===== config.mk =====
export PLATFORM = sky130hd
export DESIGN_NAME = mem_access_unit_flat
export DESIGN_NICKNAME = d
export VERILOG_FILES = /design/src/rtl/mem_access_unit_pkg.sv /design/src/rtl/mem_access_unit_if.sv /design/src/rtl/mem_access_unit_load_formatter.sv /design/src/rtl/mem_access_unit.sv /design/src/flat_wrapper.sv
export SDC_FILE = /design/constraint.sdc
export NUM_CORES = 1
export LEC_CHECK = 0
export BUFFER_PORTS_ARGS = -buffer_cell sky130_fd_sc_hd__buf_2
export CAP_MARGIN = 15
export CORE_MARGIN = 4
export CORE_UTILIZATION = 45
export DETAILED_ROUTE_END_ITERATION = 8
export PLACE_DENSITY = 0.8
export RECOVER_POWER = 50
export SLEW_MARGIN = 25
export SYNTH_ARGS = -nofsm -noshare
export SYNTH_HDL_FRONTEND = slang
export SYNTH_SLANG_ARGS = --single-unit

===== constraint.sdc =====
create_clock -name clk -period 2.15 [get_ports clk]
set_clock_uncertainty 0.2 [all_clocks]
set_input_delay 0.215 -clock clk [delete_from_list [all_inputs] [get_ports clk]]
set_output_delay 0.215 -clock clk [all_outputs]
set_load 0.02 [all_outputs]

===== src/rtl/mem_access_unit_pkg.sv =====
// Shared MEM-stage definitions: DMType encodings, FSM states, access-size decode.
package mem_access_unit_pkg;

    localparam logic [2:0] DM_WORD   = 3'b000;
    localparam logic [2:0] DM_HALF   = 3'b001;
    localparam logic [2:0] DM_HALF_U = 3'b010;
    localparam logic [2:0] DM_BYTE   = 3'b011;
    localparam logic [2:0] DM_BYTE_U = 3'b100;

    typedef enum logic [1:0] {
        ST_IDLE = 2'd0,
        ST_REQ  = 2'd1,
        ST_RESP = 2'd2
    } state_e;

    typedef enum logic [1:0] {
        SZ_WORD = 2'd0,
        SZ_HALF = 2'd1,
        SZ_BYTE = 2'd2
    } size_e;

    // Unknown encodings fall back to word so they are checked for word alignment.
    function automatic size_e dm_size(input logic [2:0] dm);
        case (dm)
            DM_HALF, DM_HALF_U: return SZ_HALF;
            DM_BYTE, DM_BYTE_U: return SZ_BYTE;
            default:            return SZ_WORD;
        endcase
    endfunction

    function automatic logic is_misaligned(input size_e sz, input logic [1:0] off);
        case (sz)
            SZ_WORD: return off != 2'b00;
            SZ_HALF: return off[0];
            default: return 1'b0;
        endcase
    endfunction

endpackage


===== src/rtl/mem_access_unit_if.sv =====
// Data-bus request/ack channel between the MEM stage (master) and data memory (slave).
interface mem_access_unit_if;
    logic        dbus_req;
    logic        dbus_we;
    logic [31:0] dbus_addr;
    logic [3:0]  dbus_wstrb;
    logic [31:0] dbus_wdata;
    logic        dbus_ack;
    logic [31:0] dbus_rdata;

    modport master (
        output dbus_req, dbus_we, dbus_addr, dbus_wstrb, dbus_wdata,
        input  dbus_ack, dbus_rdata
    );

    modport slave (
        input  dbus_req, dbus_we, dbus_addr, dbus_wstrb, dbus_wdata,
        output dbus_ack, dbus_rdata
    );
endinterface


===== src/rtl/mem_access_unit_load_formatter.sv =====
// Combinational load formatter: picks byte/half at the offset and extends per DMType.
module mem_access_unit_load_formatter
    import mem_access_unit_pkg::*;
(
    input  logic [31:0] rdata,
    input  logic [1:0]  offset,
    input  logic [2:0]  dm_type,
    output logic [31:0] result
);
    logic [7:0]  sel_byte;
    logic [15:0] sel_half;

    always_comb begin
        sel_byte = rdata[{offset, 3'b000} +: 8];
        sel_half = offset[1] ? rdata[31:16] : rdata[15:0];
        case (dm_type)
            DM_HALF:   result = {{16{sel_half[15]}}, sel_half};
            DM_HALF_U: result = {16'h0000, sel_half};
            DM_BYTE:   result = {{24{sel_byte[7]}}, sel_byte};
            DM_BYTE_U: result = {24'h000000, sel_byte};
            default:   result = rdata;
        endcase
    end
endmodule


===== src/rtl/mem_access_unit.sv =====
// MEM-stage load/store unit: registered dbus request, min 2-cycle latency (REQ, RESP).
// Stalls the pipeline while an aligned access is in IDLE/REQ; aborts after TIMEOUT REQ cycles.
module mem_access_unit
    import mem_access_unit_pkg::*;
#(
    parameter int TIMEOUT = 16,
    parameter int CNT_W   = 5
) (
    input  logic                clk,
    input  logic                rst,
    input  logic                me_aluOut_WB_memOut,
    input  logic                me_mem_w,
    input  logic [2:0]          me_DMType,
    input  logic [31:0]         me_outAlu,
    input  logic [31:0]         me_rs2Data,
    mem_access_unit_if.master   dbus,
    output logic                mem_stall,
    output logic [31:0]         mem_rdata,
    output logic                mem_misalign,
    output logic                mem_buserr
);
    localparam logic [CNT_W-1:0] TO_LAST = CNT_W'(TIMEOUT - 1);

    state_e            state_q, state_d;
    logic [CNT_W-1:0]  cnt_q;
    logic [1:0]        off_q;
    logic [2:0]        dm_q;

    logic              store, load, access, misal, aligned_acc, misal_acc;
    size_e             sz;
    logic [3:0]        wstrb_n;
    logic [31:0]       wdata_n;
    logic              issue, done_ack, done_to;
    logic [31:0]       fmt_rdata;

    // Store wins when both flags are set.
    assign store       = me_mem_w;
    assign load        = me_aluOut_WB_memOut & ~me_mem_w;
    assign access      = load | store;
    assign sz          = dm_size(me_DMType);
    assign misal       = is_misaligned(sz, me_outAlu[1:0]);
    assign aligned_acc = access & ~misal;
    assign misal_acc   = access & misal;

    always_comb begin
        wstrb_n = 4'b0000;
        wdata_n = 32'h0;
        if (store) begin
            case (sz)
                SZ_BYTE: begin
                    wstrb_n = 4'b0001 << me_outAlu[1:0];
                    wdata_n = {4{me_rs2Data[7:0]}};
                end
                SZ_HALF: begin
                    wstrb_n = 4'b0011 << {me_outAlu[1], 1'b0};
                    wdata_n = {2{me_rs2Data[15:0]}};
                end
                default: begin
                    wstrb_n = 4'b1111;
                    wdata_n = me_rs2Data;
                end
            endcase
        end
    end

    always_comb begin
        state_d   = state_q;
        issue     = 1'b0;
        done_ack  = 1'b0;
        done_to   = 1'b0;
        mem_stall = aligned_acc & (state_q != ST_RESP);
        case (state_q)
            ST_IDLE: begin
                if (aligned_acc) begin
                    issue   = 1'b1;
                    state_d = ST_REQ;
                end
            end
            ST_REQ: begin
                if (dbus.dbus_ack) begin
                    done_ack = 1'b1;
                    state_d  = ST_RESP;
                end else if (cnt_q == TO_LAST) begin
                    done_to = 1'b1;
                    state_d = ST_RESP;
                end
            end
            default: state_d = ST_IDLE;
        endcase
    end

    always_ff @(posedge clk or negedge rst) begin
        if (!rst) begin
            state_q <= ST_IDLE;
        end else begin
            state_q <= state_d;
        end
    end

    mem_access_unit_load_formatter u_fmt (
        .rdata   (dbus.dbus_rdata),
        .offset  (off_q),
        .dm_type (dm_q),
        .result  (fmt_rdata)
    );

    always_ff @(posedge clk or negedge rst) begin
        if (!rst) begin
            cnt_q           <= '0;
            off_q           <= 2'b00;
            dm_q            <= DM_WORD;
            dbus.dbus_req   <= 1'b0;
            dbus.dbus_we    <= 1'b0;
            dbus.dbus_addr  <= 32'h0;
            dbus.dbus_wstrb <= 4'b0000;
            dbus.dbus_wdata <= 32'h0;
            mem_rdata       <= 32'h0;
            mem_misalign    <= 1'b0;
            mem_buserr      <= 1'b0;
        end else begin
            cnt_q        <= (state_q == ST_REQ) ? cnt_q + 1'b1 : '0;
            mem_misalign <= (state_q == ST_IDLE) & misal_acc;
            mem_buserr   <= done_to;

            if (issue) begin
                dbus.dbus_req   <= 1'b1;
                dbus.dbus_we    <= store;
                dbus.dbus_addr  <= {me_outAlu[31:2], 2'b00};
                dbus.dbus_wstrb <= wstrb_n;
                dbus.dbus_wdata <= wdata_n;
                off_q           <= me_outAlu[1:0];
                dm_q            <= me_DMType;
            end else if (done_ack | done_to) begin
                dbus.dbus_req <= 1'b0;
            end

            // Stores complete without touching the last load result.
            if (done_ack && !dbus.dbus_we) begin
                mem_rdata <= fmt_rdata;
            end else if (done_to || ((state_q == ST_IDLE) && misal_acc)) begin
                mem_rdata <= 32'h0;
            end
        end
    end
endmodule


===== src/flat_wrapper.sv =====
// flat-port wrapper written by rule: the top's interface ports become plain ports
module mem_access_unit_flat import mem_access_unit_pkg::*;
#(
    parameter int TIMEOUT = 16,
    parameter int CNT_W   = 5
)
  (clk, rst, me_aluOut_WB_memOut, me_mem_w, me_DMType, me_outAlu, me_rs2Data, mem_stall, mem_rdata, mem_misalign, mem_buserr, dbus_dbus_req, dbus_dbus_we, dbus_dbus_addr, dbus_dbus_wstrb, dbus_dbus_wdata, dbus_dbus_ack, dbus_dbus_rdata);
  mem_access_unit_if dbus_i ();
  input  logic clk;
  input  logic rst;
  input  logic me_aluOut_WB_memOut;
  input  logic me_mem_w;
  input  logic [2:0] me_DMType;
  input  logic [31:0] me_outAlu;
  input  logic [31:0] me_rs2Data;
  output logic mem_stall;
  output logic [31:0] mem_rdata;
  output logic mem_misalign;
  output logic mem_buserr;
  output wire logic [$bits(dbus_i.dbus_req)-1:0] dbus_dbus_req;
  output wire logic [$bits(dbus_i.dbus_we)-1:0] dbus_dbus_we;
  output wire logic [$bits(dbus_i.dbus_addr)-1:0] dbus_dbus_addr;
  output wire logic [$bits(dbus_i.dbus_wstrb)-1:0] dbus_dbus_wstrb;
  output wire logic [$bits(dbus_i.dbus_wdata)-1:0] dbus_dbus_wdata;
  input wire logic [$bits(dbus_i.dbus_ack)-1:0] dbus_dbus_ack;
  input wire logic [$bits(dbus_i.dbus_rdata)-1:0] dbus_dbus_rdata;
  assign dbus_dbus_req = dbus_i.dbus_req;
  assign dbus_dbus_we = dbus_i.dbus_we;
  assign dbus_dbus_addr = dbus_i.dbus_addr;
  assign dbus_dbus_wstrb = dbus_i.dbus_wstrb;
  assign dbus_dbus_wdata = dbus_i.dbus_wdata;
  assign dbus_i.dbus_ack = dbus_dbus_ack;
  assign dbus_i.dbus_rdata = dbus_dbus_rdata;
  mem_access_unit #(.TIMEOUT(TIMEOUT), .CNT_W(CNT_W)) u_core (.clk(clk), .rst(rst), .me_aluOut_WB_memOut(me_aluOut_WB_memOut), .me_mem_w(me_mem_w), .me_DMType(me_DMType), .me_outAlu(me_outAlu), .me_rs2Data(me_rs2Data), .dbus(dbus_i), .mem_stall(mem_stall), .mem_rdata(mem_rdata), .mem_misalign(mem_misalign), .mem_buserr(mem_buserr));
endmodule

==> run metrics, run 1 <==
result of the run=finished clean; fraction of final layout cells with drive strength greater than 1=a little under a third; post-detailed-route DRC marker count=0; Site Rows=41; core footprint=around 13000 um2; clk buf depth=2; EDFF count, synth=0; half-perimeter wire length after placement=11900 um; total length of routed wires=between 15000 and 20000 um; Overflow after GRT=0; startpoint type of the worst setup path=input port; post-synthesis cell type with the largest combined area=sky130_fd_sc_hd__dfrtp_1; highest clock frequency the design can meet=approximately 480 MHz; Synth Cell Area=~5900 um2; Worst Hold Path EP=u_core.mem_rdata[3]; Total Routing Usage GR=between 20% and 30%; total number of vias=about 5900; proportion of synthesized chip area in sequential cells=48.6%; average footprint of a synthesized cell=~10 um2; largest driver fanout on the critical path=4; via density per instance=approximately 5.4; reg-to-reg critical path startpoint=u_core.cnt_q[0]; weighted congestion reported at the end of routability-driven placement=0.859; ranking of synthesized cells by instance count=114 x sky130_fd_sc_hd__dfrtp_1, 96 x sky130_fd_sc_hd__nand2_1, 59 x sky130_fd_sc_hd__o21ai_0; placed cell areas=approximately 7300 um2; worst supply voltage drop on vdd=0.000908 V; io pins=209; leakage dissipation=around 4.2 nW; Min Hold Slack=between 0.015 and 0.02 ns; Max transition margin=28.7%; pin count of the biggest net entering global routing=45; post-detailed-route count of antenna-violating nets=0; antenna violations before repair=0; fill cell instance count of the final layout=987; number of cells traversed by the worst register-to-register path=8; footprint of the multi-input gates=2770 um2; DIE WIDTH=roughly 120 um; violation count after the first detailed-route iteration=~410; Crit path arrival time=approximately 1.7 ns; R2R Path End=u_core.mem_rdata[15]; Root Buffer=sky130_fd_sc_hd__clkbuf_16; per-cell routed wire length=roughly 17 um; start point of the worst hold path=dbus_dbus_rdata[3]; worst reg2reg setup slack=between 0.1 and 0.15 ns; worst-margin pin slew=roughly 1.1 ns; critical path capture point type=output pin; top cells by area, synth=sky130_fd_sc_hd__dfrtp_1 49%, sky130_fd_sc_hd__mux2_2 7.1%, sky130_fd_sc_hd__nand2_1 6.1%, sky130_fd_sc_hd__o21ai_0 5.0%, sky130_fd_sc_hd__o211ai_1 3.2%; power density normalized to cell area=~1400 nW/um2; critical path class=input port to output pin; die area=approximately 15000 um2; synthesis-to-finish area growth=50.9%; fin. max-slew vios=0; worst min-delay path class=input port to flop; router iterations before antenna repair=5; final layout net count=about 1000; Buffers on Ports=between 200 and 250; first-pass GRT wire length=29500 um; final critical-path share of the clock period=between 90% and 100%; initial standard-cell utilization of the core=a little under half; Max Cap Viol=0; clock-pin transition on the worst setup and hold timing paths=0.05 ns; setup violation total in the final timing report=0; number of global-route vias before repair=6045; Syn. warnings=0; TritonCTS clock tree=built; number of cells traversed by the worst hold path=3; CP required=~1.7 ns; area used by sequential logic in the layout=around 2900 um2; TritonCTS Sinks=114; post-layout minimum cycle time=roughly 2.1 ns; Yosys reg bits=roughly 110; Fin Setup TNS=0 ns; Main synth FF type=sky130_fd_sc_hd__dfrtp_1; post-route core utilization=between 60 and 70%; hold violation count in the final report=0; Cell variety after synth=between 40 and 50; H-tree levels=4; fraction of registers with async set/reset=between 90% and 100%; fin area=~9000 um2; area share of the largest cell type after synthesis=48.6%; top-count cell post-synth=sky130_fd_sc_hd__dfrtp_1; Inserted Clock Buffers=17; die boundary height=~120 um; Clock Latency Late Sink=0.41 ns; instance count of the mapped netlist=601
[sequential cells by signal (all words and copies together), names as in the netlist, 2 cells and up]
signal,count
u_core.dbus.dbus_wdata,32
u_core.mem_rdata,32
u_core.dbus.dbus_addr,30
u_core.cnt_q,5
u_core.dbus.dbus_wstrb,4
u_core.dm_q,3
u_core.off_q,2
u_core.state_q,2
[layout by cell type, fill, tap and decap left out, types with 17 or more instances in the layout]
cell	instances
sky130_fd_sc_hd__buf_2	157
sky130_fd_sc_hd__buf_4	32
sky130_fd_sc_hd__clkbuf_1	48
sky130_fd_sc_hd__clkbuf_16	17
sky130_fd_sc_hd__dfrtp_1	114
sky130_fd_sc_hd__dlygate4sd3_1	92
sky130_fd_sc_hd__mux2_2	37
sky130_fd_sc_hd__nand2_1	96
sky130_fd_sc_hd__nand3_1	35
sky130_fd_sc_hd__nor2_1	33
sky130_fd_sc_hd__o211ai_1	25
sky130_fd_sc_hd__o21ai_0	58
sky130_fd_sc_hd__o31ai_1	17
[worst max-delay path by stage]
stage / startpoint / end / slack [ns] / cells past startpoint
3_5_place_dp: me_DMType[1] / u_core.dbus.dbus_wdata[7] / -0.30 / 10
5_1_grt: me_DMType[0] / mem_stall / -0.03 / 9
3_3_place_gp: me_DMType[1] / u_core.dbus.dbus_addr[3] / -0.22 / 9
2_1_floorplan: u_core.cnt_q[0] / u_core.mem_rdata[21] / 0.02 / 8
4_1_cts: u_core.cnt_q[0] / u_core.mem_rdata[4] / 0.0009 / 8
6_report: me_DMType[0] / mem_stall / 0.06 / 9
[power breakdown]
group | internal [mW] | leakage, nW | switching (mW)
clock network | 2.29 | 0.323 | 0.996
logic | 2.21 | 2.39 | 3.34
registers | 3.07 | 1.45 | 0.612
[metal layers]
layer | up-vias | wire [um] | track usage (%)
li1 | 2768 | - | -
met1 | 2819 | 7020 | 29.5
met2 | 279 | 9290 | 43.0
met3 | 43 | 1530 | 6.22
met4 | 0 | 504 | 10.3
met5 | - | 0 | 0
[metrics by stage]
| stage | setup WS [ns] | cells | total power [mW] |
|---|---|---|---|
| 2_1_floorplan | 0.0173 | 602 | 7.23 |
| 3_3_place_gp | -0.216 | 967 | 8.98 |
| 4_1_cts | 0.000879 | 1091 | 12.6 |
| 3_5_place_dp | -0.300 | 967 | 9.12 |
| 6_report | 0.0579 | 1094 | 12.5 |
| 5_1_grt | -0.0288 | 1093 | 13.3 |
[final cells by class]
type | count | area share [%]
flip-flops and latches | 114 | 32.2
inverters | 7 | 0.296
repair buffers | 339 | 26.1
clock inverters | 14 | 2.92
well taps | 172 | 2.43
clock buffers | 18 | 4.84
multi-input cells | 429 | 31.2
diodes | 1 | 0.0282
[critical path, cell delays in order]
cell and delay, ns:
sky130_fd_sc_hd__buf_2 0.13, sky130_fd_sc_hd__xor2_1 0.17, sky130_fd_sc_hd__nor2b_4 0.17, sky130_fd_sc_hd__inv_1 0.07
sky130_fd_sc_hd__ha_1 0.23, sky130_fd_sc_hd__a21oi_2 0.20, sky130_fd_sc_hd__buf_4 0.14, sky130_fd_sc_hd__o221a_2 0.21
sky130_fd_sc_hd__buf_4 0.15
[logic make-up (layout without fill, tap and decap cells)]
kind of cell	count (synthesis)	after routing	synth area share [%]
multiplexers	53	53	9.82
flip-flops	114	114	48.6
adder cells (fa/ha/maj)	5	5	1.07
AO/OA/AOI/OAI	172	172	20.2
AND/OR/NAND/NOR	194	194	14.8
XOR/XNOR	3	3	0.448
buffers and inverters	59	378	5.05
other	1	3	0.0639
[what timing repair did]
action / in CTS / in global routing
buffers inserted: 0 / 2
hold buffers: 92 / 0
pin swaps: 1 / 2
endpoints found under the setup margin: 9 / 23
gates resized for setup: 4 / 10
hold endpoints to repair: 129 / 0
Power figures use the tool's default switching activity.
==> inputs of run 2 (changes only) <==
Settings changed: CORE_UTILIZATION 45 to 50, GPL_TIMING_DRIVEN from default to 0, PLACE_DENSITY 0.8 to 0.84.
Clock period 2.15 ns to 2.2 ns, I/O delays scaled along.
==> run metrics, run 2 (synthesis gave the netlist of run 1 again) <==
result of the run=finished clean; clk buf depth=2; die boundary height=between 100 and 150 um; most common library cell in the layout ignoring fill and taps=sky130_fd_sc_hd__buf_2; TritonCTS clock tree=built; largest driver fanout on the critical path=10; Largest stage delay, worst path=roughly 0.38 ns; Crit path arrival time=about 2.2 ns; Worst path top cell family by delay=buffers and inverters; fin area=just under 9000 um2; H-tree levels=4; Root Buffer=sky130_fd_sc_hd__clkbuf_16; via density per instance=between 5 and 6; worst-margin pin slew=between 0.9 and 1 ns; most frequent cell on the critical path=sky130_fd_sc_hd__buf_2; total number of vias=6298; power density normalized to cell area=about 1400 nW/um2; weighted congestion reported at the end of routability-driven placement=about 0.92; final critical-path share of the clock period=between 90 and 100%; io pins=209; per-cell routed wire length=~20 um; reg-to-reg critical path startpoint=u_core.cnt_q[0]; area used by sequential logic in the layout=~2900 um2; largest registers ranked by flip-flop count=u_core.dbus.dbus_wdata: 32 flops, u_core.mem_rdata: 32 flops, u_core.dbus.dbus_addr: 30 flops; hold violation count in the final report=0; Min Hold Slack=roughly 0.0083 ns; post-layout minimum cycle time=about 2.1 ns; startpoint type of the worst setup path=input port; total placed cells including tap cells=between 900 and 1000; crit path cell chain=buf_2, xor2_1, nor2b_1, inv_1, ha_1, nor2_1, o211ai_1, buf_2, buf_2, o31ai_1; Inserted Clock Buffers=17; start point of the worst hold path=dbus_dbus_rdata[15]; Clock Latency Late Sink=0.42 ns; number of global-route vias before repair=roughly 6300; router iterations before antenna repair=6; critical path launch point=me_DMType[1]; clock-pin transition on the worst setup and hold timing paths=0.06 ns; Total Routing Usage GR=between 30% and 40%; total length of routed wires=about 22000 um; Overflow after GRT=0; final layout net count=about 1000; core footprint=approximately 11000 um2; worst min-delay path class=input port to flop; number of buffer and inverter instances along the worst setup path=4; CP required=2.29 ns; post-detailed-route count of antenna-violating nets=0; placed cell areas=between 7000 and 8000 um2; critical path class=input port to flop; final std cells w/o fill=approximately 1100; TritonCTS Sinks=114; half-perimeter wire length after placement=13000 um; leakage dissipation=4.07 nW; footprint of the multi-input gates=2790 um2; Max transition margin=34.2%; highest clock frequency the design can meet=around 470 MHz; antenna violations before repair=2; leading cell types in the layout, fill and taps excluded=176 x sky130_fd_sc_hd__buf_2, 114 x sky130_fd_sc_hd__dfrtp_1, 96 x sky130_fd_sc_hd__nand2_1; post-detailed-route DRC marker count=0; synthesis-to-finish area growth=47.3%; fraction of final layout cells with drive strength greater than 1=30.3%; critical path capture point type=flop; fill cell instance count of the final layout=793; Max Cap Viol=0; initial standard-cell utilization of the core=a little over 50%; die area=~14000 um2; DIE WIDTH=between 100 and 150 um; worst-path cell with the longest stage delay=sky130_fd_sc_hd__o31ai_1; violation count after the first detailed-route iteration=approximately 540; first-pass GRT wire length=between 30000 and 40000 um; fin. max-slew vios=0; worst supply voltage drop on vdd=0.00106 V; setup violation total in the final timing report=0; Site Rows=39; pin count of the biggest net entering global routing=77; Buffers on Ports=between 200 and 250
run 2: changes by cell type in the layout (fill, tap and decap cells not counted), moves of 4 or more:
cell	delta
sky130_fd_sc_hd__clkbuf_1	+16
sky130_fd_sc_hd__buf_4	-22
sky130_fd_sc_hd__buf_12	-8
sky130_fd_sc_hd__bufinv_16	-4
sky130_fd_sc_hd__buf_2	+19
run 2: through the flow:
step / setup slack [ns] / setup TNS, ns / power (mW) / util [%]
after floorplan: 0.0309 / 0 / 7.06 / -
after global placement: -0.687 / -97.32 / 8.70 / 61.8
after detailed placement: -0.462 / -24.30 / 8.86 / 62.1
after CTS: 0.0177 / 0 / 12.0 / 75.8
after global routing: -0.127 / -0.165 / 12.8 / 75.4
final: 0.0570 / 0 / 12.1 / 75.4
run 2: what timing repair did:
action,in CTS,in global routing
buffers inserted,2,0
hold buffers,90,0
setup endpoints to repair,28,36
endpoints found under the hold margin,205,0
gates resized for setup,11,11
pin swaps,2,0
run 2: worst reg2reg max path, cell delays in order, from the launching register on:
cell                      delay [ns]
sky130_fd_sc_hd__dfrtp_1        0.41
sky130_fd_sc_hd__ha_2           0.21
sky130_fd_sc_hd__and3_1         0.18
sky130_fd_sc_hd__ha_4           0.18
sky130_fd_sc_hd__nor2b_4        0.13
sky130_fd_sc_hd__o21a_1         0.20
sky130_fd_sc_hd__o21ai_4        0.21
sky130_fd_sc_hd__buf_6          0.18
sky130_fd_sc_hd__a22o_1         0.15
run 2: routing by layer:
layer / part of all wire (%) / track usage (%)
met2: 50 / 54.7
met5: 0 / 0
met4: 5.6 / 17.2
met3: 11 / 10.8
met1: 34 / 35.3
run 2: final timing paths:
path                       slack (ns)                    endpoint  cells after the start
min reg2reg                      0.28  u_core.dbus.dbus_wdata[24]                      2
min                             0.008        u_core.mem_rdata[15]                      4
max in group asynchronous        0.28             u_core.off_q[0]                      3
max reg2reg                      0.10        u_core.mem_rdata[15]                      8
min in group asynchronous        0.30         u_core.mem_misalign                      2
max                              0.06  u_core.dbus.dbus_wdata[12]                     10
run 2: area by class of cell:
type / count / share of cell area [%]
antenna: 2 / 0.0579
buffer: 50 / 3.15
clock buffer: 19 / 5.24
clock inverter: 13 / 2.01
inverter: 7 / 0.318
multi-input combinational: 429 / 32.2
sequential: 114 / 33.0
tap: 143 / 2.07
timing repair buffer: 299 / 22.0
run 2: report_power, final:
group / leakage [nW] / internal, mW / switching (mW)
registers: 1.45 / 3.00 / 0.588
logic: 2.31 / 2.06 / 3.56
clock network: 0.297 / 1.86 / 1.08
